File: src/rtl/a2d_spi_resp_if.sv
// SPI link between the A2D stand-in and its master: select, clock, command in, data out.
interface a2d_spi_resp_if;
  logic SS_n;
  logic SCLK;
  logic MOSI;
  logic MISO;

  modport master (output SS_n, output SCLK, output MOSI, input MISO);
  modport slave  (input SS_n, input SCLK, input MOSI, output MISO);
endinterface

File: src/rtl/a2d_spi_resp.sv
// ADC128S-style SPI responder: returns the channel chosen by the previous command,
// sourcing conversion values from a parallel bus. All SPI pins are oversampled on clk.
module a2d_spi_resp #(
  parameter int DATA_W   = 12,
  parameter int NUM_CH   = 8,
  parameter int RST_CHNL = 0
) (
  input  logic                     clk,
  input  logic                     rst,
  a2d_spi_resp_if.slave            spi,
  input  logic [NUM_CH*DATA_W-1:0] ch_data,
  output logic [2:0]               chnl_nxt,
  output logic [15:0]              last_cmd,
  output logic                     xfer_done,
  output logic                     frame_err,
  output logic [7:0]               xfer_cnt
);

  typedef enum logic [1:0] {WAIT_HI, IDLE, SHIFT} state_t;

  localparam logic [2:0] RST_CH = RST_CHNL[2:0];

  logic [DATA_W-1:0] ch_arr [NUM_CH];

  generate
    for (genvar gi = 0; gi < NUM_CH; gi++) begin : g_ch
      assign ch_arr[gi] = ch_data[gi*DATA_W +: DATA_W];
    end
  endgenerate

  state_t      state_q, state_d;
  logic [2:0]  ss_sync_q, ss_sync_d;
  logic [2:0]  sclk_sync_q, sclk_sync_d;
  logic [1:0]  mosi_sync_q, mosi_sync_d;
  logic [1:0]  flush_cnt_q, flush_cnt_d;
  logic [15:0] tx_shft_q, tx_shft_d;
  logic [15:0] rx_shft_q, rx_shft_d;
  logic [4:0]  bit_cnt_q, bit_cnt_d;
  logic [2:0]  chnl_nxt_q, chnl_nxt_d;
  logic [15:0] last_cmd_q, last_cmd_d;
  logic        xfer_done_q, xfer_done_d;
  logic        frame_err_q, frame_err_d;
  logic [7:0]  xfer_cnt_q, xfer_cnt_d;

  logic ss_rise, ss_fall, sclk_rise, sclk_fall;

  // Bit 1 of each chain is the synchronized pin, bit 2 its one-clk-old copy for edges.
  assign ss_rise   =  ss_sync_q[1]   & ~ss_sync_q[2];
  assign ss_fall   = ~ss_sync_q[1]   &  ss_sync_q[2];
  assign sclk_rise =  sclk_sync_q[1] & ~sclk_sync_q[2];
  assign sclk_fall = ~sclk_sync_q[1] &  sclk_sync_q[2];

  always_comb begin
    state_d     = state_q;
    ss_sync_d   = {ss_sync_q[1:0], spi.SS_n};
    sclk_sync_d = {sclk_sync_q[1:0], spi.SCLK};
    mosi_sync_d = {mosi_sync_q[0], spi.MOSI};
    flush_cnt_d = flush_cnt_q;
    tx_shft_d   = tx_shft_q;
    rx_shft_d   = rx_shft_q;
    bit_cnt_d   = bit_cnt_q;
    chnl_nxt_d  = chnl_nxt_q;
    last_cmd_d  = last_cmd_q;
    xfer_done_d = 1'b0;
    frame_err_d = 1'b0;
    xfer_cnt_d  = xfer_cnt_q;

    case (state_q)
      WAIT_HI: begin
        // The SS_n chain resets high, so only trust it once the pin has reached bit 1.
        if (flush_cnt_q != 2'd2) begin
          flush_cnt_d = flush_cnt_q + 2'd1;
        end else if (ss_sync_q[1]) begin
          state_d = IDLE;
        end
      end

      IDLE: begin
        if (ss_fall) begin
          tx_shft_d = 16'(ch_arr[chnl_nxt_q]);
          bit_cnt_d = 5'd0;
          state_d   = SHIFT;
        end
      end

      SHIFT: begin
        if (ss_rise) begin
          if (bit_cnt_q == 5'd16) begin
            last_cmd_d  = rx_shft_q;
            chnl_nxt_d  = rx_shft_q[13:11];
            xfer_cnt_d  = xfer_cnt_q + 8'd1;
            xfer_done_d = 1'b1;
          end else begin
            frame_err_d = 1'b1;
          end
          state_d = IDLE;
        end else if (sclk_rise) begin
          rx_shft_d = {rx_shft_q[14:0], mosi_sync_q[1]};
          if (bit_cnt_q != 5'd17) begin
            bit_cnt_d = bit_cnt_q + 5'd1;
          end
        end else if (sclk_fall && (bit_cnt_q != 5'd0)) begin
          tx_shft_d = {tx_shft_q[14:0], 1'b0};
        end
      end

      default: state_d = WAIT_HI;
    endcase
  end

  always_ff @(posedge clk) begin
    if (rst) begin
      state_q     <= WAIT_HI;
      ss_sync_q   <= 3'b111;
      sclk_sync_q <= 3'b000;
      mosi_sync_q <= 2'b00;
      flush_cnt_q <= 2'd0;
      tx_shft_q   <= 16'h0000;
      rx_shft_q   <= 16'h0000;
      bit_cnt_q   <= 5'd0;
      chnl_nxt_q  <= RST_CH;
      last_cmd_q  <= 16'h0000;
      xfer_done_q <= 1'b0;
      frame_err_q <= 1'b0;
      xfer_cnt_q  <= 8'd0;
    end else begin
      state_q     <= state_d;
      ss_sync_q   <= ss_sync_d;
      sclk_sync_q <= sclk_sync_d;
      mosi_sync_q <= mosi_sync_d;
      flush_cnt_q <= flush_cnt_d;
      tx_shft_q   <= tx_shft_d;
      rx_shft_q   <= rx_shft_d;
      bit_cnt_q   <= bit_cnt_d;
      chnl_nxt_q  <= chnl_nxt_d;
      last_cmd_q  <= last_cmd_d;
      xfer_done_q <= xfer_done_d;
      frame_err_q <= frame_err_d;
      xfer_cnt_q  <= xfer_cnt_d;
    end
  end

  assign spi.MISO  = (state_q == SHIFT) & tx_shft_q[15];
  assign chnl_nxt  = chnl_nxt_q;
  assign last_cmd  = last_cmd_q;
  assign xfer_done = xfer_done_q;
  assign frame_err = frame_err_q;
  assign xfer_cnt  = xfer_cnt_q;

endmodule

File: src/flat_wrapper.sv
// flat-port wrapper written by rule: the top's interface ports become plain ports
module a2d_spi_resp_flat 
#(
  parameter int DATA_W   = 12,
  parameter int NUM_CH   = 8,
  parameter int RST_CHNL = 0
)
  (clk, rst, ch_data, chnl_nxt, last_cmd, xfer_done, frame_err, xfer_cnt, spi_SS_n, spi_SCLK, spi_MOSI, spi_MISO);
  a2d_spi_resp_if spi_i ();
  input  logic clk;
  input  logic rst;
  input  logic [NUM_CH*DATA_W-1:0] ch_data;
  output logic [2:0] chnl_nxt;
  output logic [15:0] last_cmd;
  output logic xfer_done;
  output logic frame_err;
  output logic [7:0] xfer_cnt;
  input wire logic [$bits(spi_i.SS_n)-1:0] spi_SS_n;
  input wire logic [$bits(spi_i.SCLK)-1:0] spi_SCLK;
  input wire logic [$bits(spi_i.MOSI)-1:0] spi_MOSI;
  output wire logic [$bits(spi_i.MISO)-1:0] spi_MISO;
  assign spi_i.SS_n = spi_SS_n;
  assign spi_i.SCLK = spi_SCLK;
  assign spi_i.MOSI = spi_MOSI;
  assign spi_MISO = spi_i.MISO;
  a2d_spi_resp #(.DATA_W(DATA_W), .NUM_CH(NUM_CH), .RST_CHNL(RST_CHNL)) u_core (.clk(clk), .rst(rst), .spi(spi_i), .ch_data(ch_data), .chnl_nxt(chnl_nxt), .last_cmd(last_cmd), .xfer_done(xfer_done), .frame_err(frame_err), .xfer_cnt(xfer_cnt));
endmodule
File: config.mk
export PLATFORM = sky130hd
export DESIGN_NAME = a2d_spi_resp_flat
export DESIGN_NICKNAME = d
export VERILOG_FILES = /design/src/rtl/a2d_spi_resp_if.sv /design/src/rtl/a2d_spi_resp.sv /design/src/flat_wrapper.sv
export SDC_FILE = /design/constraint.sdc
export NUM_CORES = 1
export LEC_CHECK = 0
export CAP_MARGIN = 10
export CORE_UTILIZATION = 45
export DETAILED_ROUTE_END_ITERATION = 16
export GPL_TIMING_DRIVEN = 0
export PLACE_DENSITY = 0.87
export SLEW_MARGIN = 20
export SYNTH_ARGS = -nofsm -noshare
export SYNTH_HDL_FRONTEND = slang
export SYNTH_SLANG_ARGS = --single-unit
File: constraint.sdc
create_clock -name clk -period 3.6 [get_ports clk]
set_input_delay 0.72 -clock clk [delete_from_list [all_inputs] [get_ports clk]]
set_output_delay 0.72 -clock clk [all_outputs]
set_load 0.005 [all_outputs]
Word level (Yosys, flattened, before mapping)
Cells that the tools add are included.
- register bits: 78
- output and inout bits: 30
- logic and storage cells: 74
- $add $sub $neg: 3
- order comparisons: 1
- eq/ne operators: 14
- muxes and demuxes: 20
- bitwise operators: 12
- reductions and logical operators: 11
- operator list (cell ; number):
    $mux 16 ; 4
    $bmux 12 s3 ; 1
    $pmux 16 s2 ; 1
    $mux 12 ; 2
    $mux 5 ; 4
    $ne 2x1->1 const B ; 6
    $pmux 5 s2 ; 1
    $reduce_and 5->1 ; 2
    $add 8x1->8 const B ; 1
    $mux 2 ; 4
    $ne 2x2->1 const B ; 4
    $not 1->1 ; 6
    $pmux 2 s3 ; 1
    $reduce_and 3->1 ; 2
    $add 5x1->5 const B ; 1
    $and 1x1->1 ; 5
    $eq 5x5->1 const B ; 1
    $ne 5x5->1 const B ; 1
    $reduce_bool 5->1 ; 1
    $ge 4x4->1 const B ; 1
    $not 3->4 ; 1
    $reduce_and 4->1 ; 1
    $reduce_or 3->1 ; 1
    $add 2x1->2 const B ; 1
    7 further kinds ; 8

Depth between registers and ports, before layout
Gate-level depths: netlist of run 1.
- depth after elaboration: 7
- gate-level depth with buffers: 8
- gate-level depth less buffers: 6

Worst setup path after synthesis of run 1
Ideal clock, no wire load.
- path type: register -> output
- from: reg u_core.state_q[0]
- to: out spi_MISO
- arrival time: 1.313 ns
- required time: 2.880 ns
- slack: 1.567 ns
- cell stages (with the launch flop): 7
- path buffers: 3
- cell sequence: dfxtp_1 inv_1 ha_1 buf_2 buf_2 clkbuf_1 and2_1
- longest elaborated chain between the ends: 2
- ends and longest elaborated chain (item ; line ; source):
    start: declaration ; a2d_spi_resp.sv:31 ; state_t state_q, state_d;
    start signal: assignment ; a2d_spi_resp.sv:127 ; state_q <= state_d;
    $eq 2x2->1 ; a2d_spi_resp.sv:143 ; assign spi.MISO = (state_q == SHIFT) & tx_shft_q[15];
    $and 1x1->1 ; a2d_spi_resp.sv:143 ;
    end: declaration ; flat_wrapper.sv:21 ; output wire logic [$bits(spi_i.MISO)-1:0] spi_MISO;
No other way between the ends.

Final worst setup path of run 1
Ends and elaborated chain as after synthesis.

==> qor.csv, run 1 <==
metric,value,unit
clock tree from TritonCTS,yes,
row count,33,
sum of negative setup slack,0,ns
Yosys Warn Count,0,
clock tree root buffer cell,sky130_fd_sc_hd__clkbuf_8,
fraction of the yosys area taken by sequential cells,0.381,
status,completed,
transition time at the pin with the least slew margin,0.615,ns
clock latency on the worst-skew pair,0.34,ns
Switching Power,0.510,mW
Worst EP required,2.88,ns
gr usage total,0.238,
RSZ-0062 raised after global routing,no,
Inserted Diodes,0,
Crit Path Category,reg -> out,
Final min period,3.26,ns
Internal Pwr Total,1.51,mW
upper clock frequency limit,306,MHz
pin count of the biggest net entering global routing,13,
number of global-route vias before repair,3548,
number of H-tree levels,3,
cell repeated most along the worst path,sky130_fd_sc_hd__buf_2,
fraction of power spent switching nets,0.253,
Die W,95.6,um
number of hold buffers added after cts,0,
effective utilization at floorplan,0.472,
number of search-and-repair iterations in the first detailed-routing pass,4,
register bit total from synthesis,75,
number of failing hold endpoints at the final stage,0,
maximum fanout along the worst path,10,
antenna violations before repair,0,
Clock Skew,0.00585,ns
type of element launching the critical path,flop,
Mapped Area,3940,um2
Post-Syn Instances,403,
endpoints failing setup,0,
Slew Limit Headroom,0.590,
final clock period utilization by the worst path,0.906,
floorplan core area,8340,um2
"Clk pin slew, worst setup/hold paths",0.08,ns
count of max-cap constraint violations,0,
final hold slack,0.432,ns
total detailed-routing wirelength,10.8,mm
buffers inserted by post-CTS timing repair,0,
RR Startpoint,u_core.state_q[0]$_SDFFE_PP0P_,
worst stage delay on the critical path,0.50,ns
"critical path, cell by cell",inv_1 -> ha_1 -> buf_2 -> buf_2 -> clkbuf_1 -> and2_1 -> clkdlybuf4s50_1,
placer congestion estimate,0.815,
static leakage,2.02,nW
number of buffers on the longest clock path,2,
mean number of vias per cell,5.65,
"Arr. time, crit path",2.54,ns
number of synthesized flops with an enable pin,0,
DP HPWL,8.25,mm
Die Outline Area,9130,um2
clock share of power,0.346,
relative area change from synthesis to final layout,41.8,%
number of top-level design ports,131,
Pwr Density,361,nW/um2
syn_area_per_cell,9.78,um2
post-synthesis async set-or-reset flop share,0,
beginning of the critical path,u_core.state_q[0]$_SDFFE_PP0P_,
number of design-rule violations left by the first detailed-router iteration,278,
type of the tightest min-delay check,reg -> reg,
number of instances resized during post-cts repair,0,
relative contribution of sequential cells to total power,0.465,
fraction of final layout cells sized beyond drive strength 1,0.166,
DRC errors left,0,
number of distinct standard cells referenced by the synthesized netlist,52,
Antenna Violating Nets Remaining,0,
total CTS buffers,9,
count of input and output buffers,129,
total via count in the routed design,3690,
sinks on the clock net,75,
layout net count,653,
first-pass GRT wire length,16.7,mm
Syn Nets,513,
Worst Min Path Start,u_core.ss_sync_q[0]$_SDFF_PP1_,
routed length per placed instance,16.6,um
final-report max-slew violation count,0,
aggregate global routing overflow,0,
slowest stage cell on the critical path,sky130_fd_sc_hd__clkdlybuf4s50_1,
proportion of power drawn by combinational gates,0.189,
primary flip-flop cell chosen by synthesis mapping,sky130_fd_sc_hd__dfxtp_1,
Worst VDD drop,0.231,mV
endpoint type of the worst setup path,output port,
height of the die,95.6,um
worst paths after layout:
path | end | slack, ns | cells past startpoint
setup / recovery | spi_MISO | 0.34 | 7
hold / removal | u_core.ss_sync_q[1]$_SDFF_PP1_ | 0.43 | 1
setup reg to reg | u_core.tx_shft_q[4]$_SDFFE_PP0P_ | 1.49 | 8
hold reg to reg | u_core.ss_sync_q[1]$_SDFF_PP1_ | 0.43 | 1
per-stage QoR:
stage | power [mW] | utilization | setup slack (ns) | instance area, um2 | cells
finish | 2.02 | 0.670 | 0.337 | 5590 | 653
floorplan | 1.16 | - | 1.57 | 3940 | 403
global route | 2.11 | 0.670 | 0.200 | 5590 | 653
CTS | 2.02 | 0.670 | 0.373 | 5590 | 653
detailed placement | 1.33 | 0.643 | 0.762 | 5360 | 637
global placement | 1.31 | 0.643 | 0.793 | 5360 | 637
registers in the layout, summed over array words and instances (netlist names):
| name | cells |
|---|---|
| u_core.flush_cnt_q | 2 |
| u_core.frame_err | 1 |
| u_core.xfer_done | 1 |
| u_core.ss_sync_q | 3 |
| u_core.last_cmd | 16 |
| u_core.tx_shft_q | 16 |
| u_core.sclk_sync_q | 3 |
| u_core.xfer_cnt | 8 |
| u_core.state_q | 2 |
| u_core.mosi_sync_q | 2 |
| u_core.bit_cnt_q | 5 |
| u_core.rx_shft_q | 16 |
critical path, delay by kind of cell, from the launching register on:
family | cells | cell delay, ns
flops | 1 | 0.35
buf+inv | 5 | 1.47
fa+ha+maj | 1 | 0.14
simple gates | 1 | 0.23
Yosys cell counts (2+ instances only):
library cell | count | area (um2)
sky130_fd_sc_hd__o31ai_1 | 3 | 22.5
sky130_fd_sc_hd__buf_2 | 9 | 45.0
sky130_fd_sc_hd__mux4_2 | 13 | 293
sky130_fd_sc_hd__buf_4 | 9 | 67.6
sky130_fd_sc_hd__nor2_1 | 27 | 101
sky130_fd_sc_hd__and2_1 | 2 | 12.5
sky130_fd_sc_hd__clkbuf_1 | 9 | 33.8
sky130_fd_sc_hd__nand2_1 | 50 | 188
sky130_fd_sc_hd__a311oi_1 | 10 | 87.6
sky130_fd_sc_hd__ha_1 | 9 | 113
sky130_fd_sc_hd__a21oi_1 | 40 | 200
sky130_fd_sc_hd__or4_1 | 4 | 30.0
sky130_fd_sc_hd__o221ai_1 | 11 | 96.3
sky130_fd_sc_hd__o21bai_1 | 11 | 82.6
sky130_fd_sc_hd__xnor2_1 | 5 | 43.8
sky130_fd_sc_hd__inv_1 | 9 | 33.8
sky130_fd_sc_hd__nand4bb_2 | 2 | 32.5
sky130_fd_sc_hd__buf_6 | 4 | 45.0
sky130_fd_sc_hd__nor3_1 | 2 | 10.0
sky130_fd_sc_hd__xor2_1 | 3 | 26.3
sky130_fd_sc_hd__nand4_1 | 7 | 43.8
sky130_fd_sc_hd__nand3_1 | 8 | 40.0
sky130_fd_sc_hd__nor2_2 | 2 | 12.5
sky130_fd_sc_hd__o21ai_0 | 7 | 35.0
sky130_fd_sc_hd__or2_2 | 3 | 18.8
sky130_fd_sc_hd__nor2b_1 | 6 | 37.5
sky130_fd_sc_hd__dfxtp_1 | 75 | 1500
sky130_fd_sc_hd__nor4_1 | 2 | 12.5
sky130_fd_sc_hd__mux2i_1 | 16 | 160
sky130_fd_sc_hd__mux2_2 | 23 | 259
cells in the final DEF (no fill, tap or decap), types with 2 or more instances in the layout:
cell type                           n
sky130_fd_sc_hd__inv_1              9
sky130_fd_sc_hd__o31ai_1            3
sky130_fd_sc_hd__nor3_1             2
sky130_fd_sc_hd__clkbuf_1           9
sky130_fd_sc_hd__clkbuf_8          13
sky130_fd_sc_hd__dfxtp_1           75
sky130_fd_sc_hd__clkdlybuf4s50_1  129
sky130_fd_sc_hd__nand2_1           50
sky130_fd_sc_hd__a311oi_1          10
sky130_fd_sc_hd__nand3_1            8
sky130_fd_sc_hd__o221ai_1          11
sky130_fd_sc_hd__buf_4              9
sky130_fd_sc_hd__and2_1             2
sky130_fd_sc_hd__xnor2_1            5
sky130_fd_sc_hd__buf_2              9
sky130_fd_sc_hd__mux2_2            23
sky130_fd_sc_hd__nor4_1             2
sky130_fd_sc_hd__or2_2              3
sky130_fd_sc_hd__nor2b_1            6
sky130_fd_sc_hd__o21ai_0            7
sky130_fd_sc_hd__nand4bb_2          2
sky130_fd_sc_hd__o21bai_1          11
sky130_fd_sc_hd__nor2_2             2
sky130_fd_sc_hd__or4_1              4
sky130_fd_sc_hd__nand4_1            7
sky130_fd_sc_hd__xor2_1             3
sky130_fd_sc_hd__ha_1               9
sky130_fd_sc_hd__buf_6              4
sky130_fd_sc_hd__mux4_2            13
sky130_fd_sc_hd__a21oi_1           40
sky130_fd_sc_hd__nor2_1            27
sky130_fd_sc_hd__mux2i_1           16
layout make-up:
class	count	area [um2]
clock buffer	13	179
multi-input combinational	287	2210
clock inverter	3	43.8
buffer	32	195
sequential	75	1500
tap	105	131
timing repair buffer	129	1290
fill	607	2760
inverter	9	33.8
per-layer routing:
metal,up-vias,track usage,routed length [um]
li1,1742,-,-
met1,1792,0.294,4430
met2,135,0.413,5720
met3,21,0.0550,563
met4,0,0.0634,132
met5,-,0,0
power by group through the flow:
stage               sequential [mW]  combinational (mW)  clock [mW]
floorplan                     0.945               0.217           0
global placement              0.950               0.356           0
detailed placement            0.955               0.374           0
CTS                           0.937               0.376       0.703
global route                  0.946               0.413       0.748
finish                        0.938               0.381       0.698
kinds of logic (layout without fill, tap and decap cells):
kind of cell | count (synthesis) | count (layout) | share of synthesized area
flip-flops | 75 | 75 | 0.381
AO/OA/AOI/OAI | 91 | 91 | 0.166
AND/OR/NAND/NOR | 127 | 127 | 0.167
buffers and inverters | 41 | 186 | 0.0581
adder cells (fa/ha/maj) | 9 | 9 | 0.0286
XOR/XNOR | 8 | 8 | 0.0178
multiplexers | 52 | 52 | 0.181
(Power assumes the default switching activity.)
==> inputs of run 2 (changes only) <==
ABC_CLOCK_PERIOD_IN_PS = 3600   (was unset)
CAP_MARGIN = 15   (was 10)
CELL_PAD_IN_SITES_DETAIL_PLACEMENT = 0   (was unset)
CELL_PAD_IN_SITES_GLOBAL_PLACEMENT = 1   (was unset)
CORE_UTILIZATION = 37   (was 45)
PLACE_DENSITY = 0.94   (was 0.87)
==> run 2 against run 1 <==
Final area grew 0.31%. Register-to-register slack gained 0.03 ns. Fmax grew 3.0%. Sequential share of layout area shrank 0.084 points. Count of clock-buffer cells in the layout shrank 3.
==> qor.csv, run 2 (synthesis gave the netlist of run 1 again) <==
metric,value,unit
sinks on the clock net,75,
worst hold path cell count,1,
upper clock frequency limit,316,MHz
pin count of the biggest net entering global routing,14,
Inserted Diodes,0,
final clock period utilization by the worst path,0.880,
R2R cell count,8,
effective utilization at floorplan,0.382,
total CTS buffers,9,
number of search-and-repair iterations in the first detailed-routing pass,4,
Clock Skew,0.00844,ns
type of element launching the critical path,flop,
total via count in the routed design,3554,
type of the tightest min-delay check,reg -> reg,
"leading cell type in the layout, fill and taps excluded",sky130_fd_sc_hd__clkdlybuf4s50_1,
number of top-level design ports,131,
relative area change from synthesis to final layout,42.2,%
floorplan core area,10300,um2
clock tree root buffer cell,sky130_fd_sc_hd__clkbuf_8,
number of global-route vias before repair,3573,
Layout Cells excl Fill,684,
Switching Power,0.515,mW
sum of negative setup slack,0,ns
"leading cell types in the layout, fill and taps excluded","129 x sky130_fd_sc_hd__clkdlybuf4s50_1, 75 x sky130_fd_sc_hd__dfxtp_1, 50 x sky130_fd_sc_hd__nand2_1",
transition time at the pin with the least slew margin,0.594,ns
DRC errors left,0,
number of failing hold endpoints at the final stage,0,
layout net count,653,
DP HPWL,8.01,mm
Slew Limit Headroom,0.604,
fraction of final layout cells sized beyond drive strength 1,0.166,
Pwr Density,351,nW/um2
aggregate global routing overflow,0,
"Clk pin slew, worst setup/hold paths",0.08,ns
Internal Pwr Total,1.45,mW
placer congestion estimate,0.805,
number of instances resized during post-cts repair,0,
Final min period,3.17,ns
routed length per placed instance,15.0,um
relative contribution of sequential cells to total power,0.477,
clock tree from TritonCTS,yes,
Die W,105,um
Worst EP required,2.88,ns
fraction of power spent switching nets,0.262,
status,completed,
maximum fanout along the worst path,10,
final-report max-slew violation count,0,
buffers inserted by post-CTS timing repair,0,
row count,37,
Antenna Violating Nets Remaining,0,
gr usage total,0.192,
total detailed-routing wirelength,10.2,mm
number of H-tree levels,3,
first-pass GRT wire length,16.8,mm
endpoints failing setup,0,
number of design-rule violations left by the first detailed-router iteration,147,
proportion of power drawn by combinational gates,0.189,
number of buffers on the longest clock path,2,
endpoint type of the worst setup path,output port,
antenna violations before repair,0,
mean number of vias per cell,5.20,
number of hold buffers added after cts,0,
RSZ-0062 raised after global routing,no,
Placed Cells,668,
"Arr. time, crit path",2.45,ns
Worst VDD drop,0.177,mV
count of max-cap constraint violations,0,
count of input and output buffers,129,
static leakage,2.00,nW
clock share of power,0.334,
clock latency on the worst-skew pair,0.35,ns
Crit Path Category,reg -> out,
Die Outline Area,11100,um2
height of the die,105,um
==> run 2: critical path: stages, from the launching register on <==
cell                              delay (ns)
sky130_fd_sc_hd__dfxtp_1                0.35
sky130_fd_sc_hd__inv_1                  0.09
sky130_fd_sc_hd__ha_1                   0.13
sky130_fd_sc_hd__buf_2                  0.17
sky130_fd_sc_hd__buf_2                  0.25
sky130_fd_sc_hd__clkbuf_1               0.38
sky130_fd_sc_hd__and2_1                 0.19
sky130_fd_sc_hd__clkdlybuf4s50_1        0.53
==> run 2: cell type report <==
class	count	area [um2]
inverter	9	33.8
sequential	75	1500
multi-input combinational	287	2210
tap	136	170
fill	939	4720
timing repair buffer	129	1290
clock inverter	6	63.8
buffer	32	195
clock buffer	10	138
==> run 2: per-stage QoR <==
step                      hold slack, ns  utilization  instance area, um2  setup WS, ns  power (mW)
after floorplan                    0.389            -                3940          1.57        1.16
after global placement             0.399        0.523                5400         0.832        1.31
after detailed placement           0.409        0.523                5400         0.811        1.33
after CTS                          0.430        0.543                5600         0.419        1.98
after global routing               0.444        0.543                5600         0.236        2.07
final                              0.426        0.543                5600         0.433        1.96
==> run 2: power groups by stage <==
stage	logic, mW	clock network, mW	registers [mW]
after floorplan	0.217	0	0.945
after CTS	0.374	0.670	0.936
after detailed placement	0.373	0	0.954
after global placement	0.360	0	0.951
final	0.371	0.657	0.937
after global routing	0.409	0.713	0.946
==> run 2: path summary, 6_finish.rpt <==
kind	start	end	slack (ns)
setup / recovery	u_core.state_q[0]$_SDFFE_PP0P_	spi_MISO	0.43
hold / removal	u_core.ss_sync_q[0]$_SDFF_PP1_	u_core.ss_sync_q[1]$_SDFF_PP1_	0.43
setup reg to reg	u_core.state_q[0]$_SDFFE_PP0P_	u_core.tx_shft_q[4]$_SDFFE_PP0P_	1.52
hold reg to reg	u_core.ss_sync_q[0]$_SDFF_PP1_	u_core.ss_sync_q[1]$_SDFF_PP1_	0.43
==> run 2: per-layer routing <==
layer,global-route usage,wire (um),up-vias
met4,0.0664,147,0
met2,0.336,5210,116
met3,0.0487,552,16
met1,0.226,4340,1670
met5,0,0,-
li1,-,-,1752
